File: src/rtl/ipf_lcu_feeder.sv
// Upstream feeder of the image processing filter: reads a 128x128 image and per-LCU
// parameters, and streams pixels in LCU-raster order through a small output FIFO.
module ipf_lcu_feeder #(
   parameter int IMG_W      = 128,
   parameter int FIFO_DEPTH = 2
) (
   input  logic        clk,
   input  logic        reset,
   input  logic        start,
   input  logic [1:0]  lcu_size,
   output logic        img_rd,
   output logic [13:0] img_addr,
   input  logic [7:0]  img_data,
   output logic        par_rd,
   output logic [5:0]  par_addr,
   input  logic [23:0] par_data,
   output logic        in_en,
   output logic [7:0]  din,
   output logic [1:0]  ipf_type,
   output logic [4:0]  ipf_band_pos,
   output logic        ipf_wo_class,
   output logic [15:0] ipf_offset,
   output logic [2:0]  lcu_x,
   output logic [2:0]  lcu_y,
   input  logic        busy,
   output logic        done
);

   localparam int CW = $clog2(FIFO_DEPTH + 1);
   localparam int PW = (FIFO_DEPTH > 1) ? $clog2(FIFO_DEPTH) : 1;

   typedef enum logic [1:0] {IDLE, RUN, DRAIN} state_t;

   typedef struct packed {
      logic [7:0]  pix;
      logic [23:0] par;
      logic [2:0]  x;
      logic [2:0]  y;
   } entry_t;

   state_t state, state_nx;
   logic [1:0]  sz;
   logic [5:0]  col, row, smax;
   logic [2:0]  lx, ly, nmax;
   logic [6:0]  ypix, xpix;
   logic        issue, pop, credit, last_pix;
   logic        rd_pend, par_pend;
   logic [2:0]  lx_d, ly_d;
   logic [23:0] par_reg;
   entry_t      mem [FIFO_DEPTH];
   logic [PW-1:0] wr_ptr, rd_ptr;
   logic [CW-1:0] count;

   always_comb begin
      smax = 6'd63;
      nmax = 3'(IMG_W / 64 - 1);
      ypix = {ly[0], row[5:0]};
      xpix = {lx[0], col[5:0]};
      par_addr = {4'd0, ly[0], lx[0]};
      case (sz)
         2'd0: begin
            smax = 6'd15;
            nmax = 3'(IMG_W / 16 - 1);
            ypix = {ly[2:0], row[3:0]};
            xpix = {lx[2:0], col[3:0]};
            par_addr = {ly[2:0], lx[2:0]};
         end
         2'd1: begin
            smax = 6'd31;
            nmax = 3'(IMG_W / 32 - 1);
            ypix = {ly[1:0], row[4:0]};
            xpix = {lx[1:0], col[4:0]};
            par_addr = {2'd0, ly[1:0], lx[1:0]};
         end
         default: ;
      endcase
   end

   // A read may only be issued if its data is guaranteed a FIFO slot when it returns.
   assign pop      = (count != '0) && !busy;
   assign credit   = (int'(count) + int'(rd_pend) - int'(pop)) < FIFO_DEPTH;
   assign issue    = (state == RUN) && credit;
   assign last_pix = (col == smax) && (row == smax) && (lx == nmax) && (ly == nmax);

   assign img_rd   = issue;
   assign img_addr = {ypix, xpix};
   assign par_rd   = issue && (col == 6'd0) && (row == 6'd0);

   always_comb begin
      state_nx = state;
      done     = 1'b0;
      case (state)
         IDLE:  if (start) state_nx = RUN;
         RUN:   if (issue && last_pix) state_nx = DRAIN;
         DRAIN: if ((count == '0) && !rd_pend) begin
                   done     = 1'b1;
                   state_nx = IDLE;
                end
         default: state_nx = IDLE;
      endcase
   end

   always_ff @(posedge clk or negedge reset) begin
      if (!reset) state <= IDLE;
      else        state <= state_nx;
   end

   // Pixel counters wrap col, then row, then lcu_x, then lcu_y.
   always_ff @(posedge clk or negedge reset) begin
      if (!reset) begin
         sz  <= 2'd0;
         col <= 6'd0;
         row <= 6'd0;
         lx  <= 3'd0;
         ly  <= 3'd0;
      end else if (state == IDLE && start) begin
         sz  <= (lcu_size == 2'd3) ? 2'd2 : lcu_size;
         col <= 6'd0;
         row <= 6'd0;
         lx  <= 3'd0;
         ly  <= 3'd0;
      end else if (issue) begin
         if (col != smax) col <= col + 6'd1;
         else begin
            col <= 6'd0;
            if (row != smax) row <= row + 6'd1;
            else begin
               row <= 6'd0;
               if (lx != nmax) lx <= lx + 3'd1;
               else begin
                  lx <= 3'd0;
                  ly <= (ly != nmax) ? ly + 3'd1 : 3'd0;
               end
            end
         end
      end
   end

   // Returned parameters are bypassed into the first pixel of the LCU as well as registered.
   always_ff @(posedge clk or negedge reset) begin
      if (!reset) begin
         rd_pend  <= 1'b0;
         par_pend <= 1'b0;
         lx_d     <= 3'd0;
         ly_d     <= 3'd0;
         par_reg  <= 24'd0;
         wr_ptr   <= '0;
         rd_ptr   <= '0;
         count    <= '0;
         for (int i = 0; i < FIFO_DEPTH; i++) mem[i] <= '0;
      end else begin
         rd_pend  <= issue;
         par_pend <= par_rd;
         if (issue) begin
            lx_d <= lx;
            ly_d <= ly;
         end
         if (par_pend) par_reg <= par_data;
         if (rd_pend) begin
            mem[wr_ptr] <= {img_data, par_pend ? par_data : par_reg, lx_d, ly_d};
            wr_ptr <= (wr_ptr == PW'(FIFO_DEPTH - 1)) ? '0 : wr_ptr + 1'b1;
         end
         if (pop) rd_ptr <= (rd_ptr == PW'(FIFO_DEPTH - 1)) ? '0 : rd_ptr + 1'b1;
         case ({rd_pend, pop})
            2'b10:   count <= count + 1'b1;
            2'b01:   count <= count - 1'b1;
            default: count <= count;
         endcase
      end
   end

   assign in_en = (count != '0);
   assign {din, ipf_type, ipf_band_pos, ipf_wo_class, ipf_offset, lcu_x, lcu_y} = mem[rd_ptr];

endmodule

File: config.mk
export PLATFORM = sky130hd
export DESIGN_NAME = ipf_lcu_feeder
export DESIGN_NICKNAME = d
export VERILOG_FILES = /design/src/rtl/ipf_lcu_feeder.sv
export SDC_FILE = /design/constraint.sdc
export NUM_CORES = 1
export LEC_CHECK = 0
export ABC_CLOCK_PERIOD_IN_PS = 3550
export BUFFER_PORTS_ARGS = -buffer_cell sky130_fd_sc_hd__buf_2
export CAP_MARGIN = 20
export CORE_MARGIN = 3
export CORE_UTILIZATION = 30
export CTS_BUF_LIST = sky130_fd_sc_hd__clkbuf_4
export CTS_CLUSTER_DIAMETER = 30
export DETAILED_ROUTE_END_ITERATION = 10
export PLACE_DENSITY = 0.57
export SKIP_CTS_REPAIR_TIMING = 1
export SLEW_MARGIN = 20
export SYNTH_ARGS = -nofsm -noshare
export SYNTH_HDL_FRONTEND = slang
export SYNTH_SLANG_ARGS = --single-unit
File: constraint.sdc
create_clock -name clk -period 3.55 [get_ports clk]
set_input_delay 0.71 -clock clk [delete_from_list [all_inputs] [get_ports clk]]
set_output_delay 0.71 -clock clk [all_outputs]
set_load 0.01 [all_outputs]
After elaboration in Yosys (flattened, before gate mapping)
Cells that the tools add are included.
{"block": "word_totals", "ff_bits": 134, "in_bits": 38, "output_inout_bits": 62, "wordCells": 123}
{"block": "op_classes", "addsub": 10, "order_cmp": 4, "eq_ne": 20, "mux": 40, "bitwise": 2, "n_reduce_logical": 25}
{"operator": "38-bit two-way mux", "n": 4}
{"operator": "76-bit bitwise mux", "n": 1}
{"operator": "6-bit two-way mux", "n": 7}
{"operator": "38-bit demux with 1-bit select", "n": 1}
{"operator": "3-bit two-way mux", "n": 11}
{"operator": "7-bit case mux with 2 select lines", "n": 2}
{"operator": "24-bit two-way mux", "n": 1}
{"operator": "6-bit case mux with 2 select lines", "n": 2}
{"operator": "6-bit by 1-bit adder with 6-bit output (second input constant)", "n": 2}
{"operator": "6-bit equality test", "n": 2}
{"operator": "6-bit zero test", "n": 2}
{"operator": "6-bit inequality test", "n": 2}
{"operator": "1-bit logical AND", "n": 11}
{"operator": "2-bit inequality test (second input constant)", "n": 5}
{"operator": "2-bit two-way mux", "n": 4}
{"operator": "3-bit by 1-bit adder with 3-bit output (second input constant)", "n": 2}
{"operator": "2-bit by 1-bit equality test with 1-bit output (second input constant)", "n": 3}
{"operator": "2-bit equality test (second input constant)", "n": 3}
{"operator": "3-bit equality test", "n": 2}
{"operator": "2-bit zero test", "n": 3}
{"operator": "3-bit inequality test", "n": 2}
{"operator": "2-bit case mux with 3 select lines", "n": 1}
{"operator": "3-bit case mux with 2 select lines", "n": 1}
{"operator": "3-bit AND reduction", "n": 2}
{"operator": "16 further kinds", "n": 25}

Longest topological paths before layout
{"block": "logic_depth", "depth_word": 9, "ltp_mapped": 10, "ltp_nobuf": 9}

Worst setup path before layout
No wires, ideal clock.
{"block": "synth_path", "path_kind": "input to output", "startpoint": "input port busy", "endpoint": "output port par_rd", "t_arrival_ns": 2.442, "required_ns": 2.840, "slack_ns": 0.398, "stages": 6, "path_buffers": 0, "path_cell_list": "nor3b_1 > o21ai_0 > fa_1 > xnor2_2 > nand4b_4 > nor3_1"}
{"block": "synth_via", "elab_chain_cells": 7}
{"element": "from (decl)", "line": "25", "text": "input logic busy,"}
{"element": "1-bit zero test", "line": "80", "text": "assign pop = (count != '0) && !busy;"}
{"element": "1-bit logical AND", "line": "80"}
{"element": "3-bit by 1-bit subtractor with 4-bit output", "line": "81", "text": "assign credit = (int'(count) + int'(rd_pend) - int'(pop)) < FIFO_DEPTH;"}
{"element": "4-bit by 3-bit < comparator with 1-bit output", "line": "81"}
{"element": "1-bit logical AND", "line": "82", "text": "assign issue = (state == RUN) && credit;"}
{"element": "1-bit logical AND (2 in series)", "line": "87", "text": "assign par_rd = issue && (col == 6'd0) && (row == 6'd0);"}
{"element": "to (decl)", "line": "14", "text": "output logic par_rd,"}
Every way passes these cells.

Worst setup path in the final report
{"block": "layout_path", "startpoint": "register count[1]", "endpoint": "output port img_rd"}
{"block": "layout_via", "elab_chain_cells": 5, "word_cells_on_any_way": 6, "cone_classes": "add/sub (2); order compare (1); reduce/logical (3)"}
{"element": "from (decl)", "line": "52", "text": "logic [CW-1:0] count;"}
{"element": "from (signal assigned)", "line": "165", "text": "2'b10: count <= count + 1'b1;"}
{"element": "from (signal assigned)", "line": "166", "text": "2'b01: count <= count - 1'b1;"}
{"element": "from (signal assigned)", "line": "167", "text": "default: count <= count;"}
{"element": "parallel branches: the longest is 2 deep, another holds 2-bit by 1-bit adder with 3-bit output"}
{"element": "3-bit by 1-bit subtractor with 4-bit output *", "line": "81"}
{"element": "4-bit by 3-bit < comparator with 1-bit output *", "line": "81"}
{"element": "1-bit logical AND *", "line": "82"}
{"element": "to (decl)", "line": "11", "text": "output logic img_rd,"}
Mark *: on every way between the ends.

==> metrics.csv <==
metric,value,unit
peak supply drop,0.251,mV
DRT iter0 DRCs,159,
Std-Cell Rows,51,
worst min-delay path category,input pin to async pin,
mean post-synth cell area,11.3,µm²
antenna violations before repair,0,
Rel. slew slack,51.7,%
multi-input logic area,0.00251,mm²
crit path time final,3.33,ns
IO Pins,100,
CTS root buf,clkbuf_4,
GPL Wtd Cong,0.816,
Synth Flop Type,dfrtp_1,
share of cells above drive strength 1,34.6,%
"area leader, netlist",dfrtp_1,
most frequent cells in the layout,"dfrtp_1, buf_2, mux2_2, nand2_1, o21ai_0",
Final Core Density,36.2,%
Crit Path Category,flip-flop to output port,
total length of routed wires,13.5,mm
CP arrival,2.62,ns
die span in y,149,µm
fin area,0.00718,mm²
worst r2r src,count[1],
Startpoint Class,flip-flop,
fill count,1946,
Area Growth Syn to Fin,16.4,%
Hold Slack,0.220,ns
Yosys top cell area share,54.3,%
Post-Syn Nets,591,
Die ar.,0.0223,mm²
DRC Markers,0,
vias in the first global route,4406,
clk sink count,134,
synth top area cells,"dfrtp_1, mux2_2, mux2i_1",
vias per cell,4.67,
die width,149,µm
Slew @ Worst Pin,0.724,ns
max reg flops,76,
HPWL Detailed,9.10,mm
Syn Std Cell Area,0.00617,mm²
core area,0.0198,mm²
Starting Density,31.1,%
Post-synth EDFFs,0,
crit path from,count[1],
Slew Limit Fails,0,
crit end category,output port,
leakage power,0.00349,µW
Max Cap Violations,0,
Setup Skew,0.0140,ns
RSZ-0062 raised after global routing,no,
synthesized instance count,546,
part of the cycle the worst path needs,93.7,%
CP max FO,11,
"Seq/Total Area, Yosys",54.3,%
WP data required,2.84,ns
fmax,0.301,GHz
endpoints failing hold,0,
post-route antenna net violation count,0,
diode count,0,
CTS tree,yes,
ys async rst share,100,%
GRT Util Overall,12.6,%
status,"complete, no violations",
Ys Warns,0,
#FFs+latches synth,134,
First-pass DRT Iterations,4,
number of CTS-inserted buffers,17,
largest net degree at the start of global routing,81,
GRT overflow,0,
R2R cell count,10,
"commonest non-fill, non-tap cell in the layout",dfrtp_1,
clock buffer depth,2,
first-pass GRT wire length,22.4,mm
routed vias,4261,
clock transition at the registers of the reported paths,0.12,ns
clk_lat worst skew,0.51,ns
Netlist cell types,54,
final net count,681,
pwr/cell area,826,mW/mm²
total power,5930,µW
register area,0.00336,mm²
H-tree depth,4,
port bufs,99,
Setup Viol. Count Final,0,
placed cell area,0.00688,mm²
setup tns final,0,ns
routed len/inst,14.8,µm
==> cells by family after synthesis <==
logic type / count (synthesis) / share of synthesized area [%]
compound gates: 89 / 8.11
simple gates: 131 / 10.6
buf+inv: 69 / 5.23
fa+ha+maj: 7 / 1.54
mux: 104 / 18.4
flops: 134 / 54.3
xor+xnor: 12 / 1.82
==> synth_stat cells, drive strengths merged, types with 4 or more instances <==
| master | number |
|---|---|
| dfrtp | 134 |
| mux2 | 74 |
| nand2 | 68 |
| o21ai | 61 |
| inv | 32 |
| mux2i | 30 |
| clkbuf | 21 |
| buf | 15 |
| nor2 | 14 |
| a21oi | 13 |
| nand3 | 8 |
| xor2 | 8 |
| ha | 6 |
| nor3 | 6 |
| and2 | 5 |
| and3 | 5 |
| nand2b | 4 |
| nand4 | 4 |
| xnor2 | 4 |
==> final timing paths <==
check | endpoint | slack [ns]
worst min-delay path | mem[64] | 0.22
min in group clk | sz[1] | 0.41
worst min register to register | mem[44] | 0.48
max in group asynchronous | lx_d[0] | 2.55
worst max-delay path | img_rd | 0.22
worst max register to register | row[5] | 0.74
==> critical path, cell delays in order (launching register included) <==
cell and delay [ns]:
dfrtp_2 0.46, nor3b_2 0.22, o21ai_0 0.17, fa_1 0.48, xnor2_2 0.19, nand4b_4 0.13, buf_4 0.20, inv_6 0.12
buf_2 0.14
==> final cells by class <==
cell class	instances	share of cell area [%]
multi-input combinational	343	35.0
timing repair buffer	108	7.92
sequential	134	46.7
clock inverter	13	2.28
clock buffer	17	1.78
tap	265	4.62
inverter	32	1.74
==> through the flow <==
step	cells	setup WS (ns)
6_report	912	0.224
5_1_grt	912	0.00124
4_1_cts	912	-0.0403
3_5_place_dp	882	0.267
3_3_place_gp	882	0.306
2_1_floorplan	546	0.398
==> where the power goes <==
part | internal (µW) | switching, µW
clock network | 537 | 527
registers | 2100 | 310
logic | 1100 | 1360
total | 3740 | 2200
==> metal layers <==
layer  track usage, %  share of wire (%)
met4             3.89                1.2
met5                0                  0
met1             16.5                 46
met2             20.6                 48
met3             3.33                4.7
No activity file was read; power rests on OpenSTA's default activity.
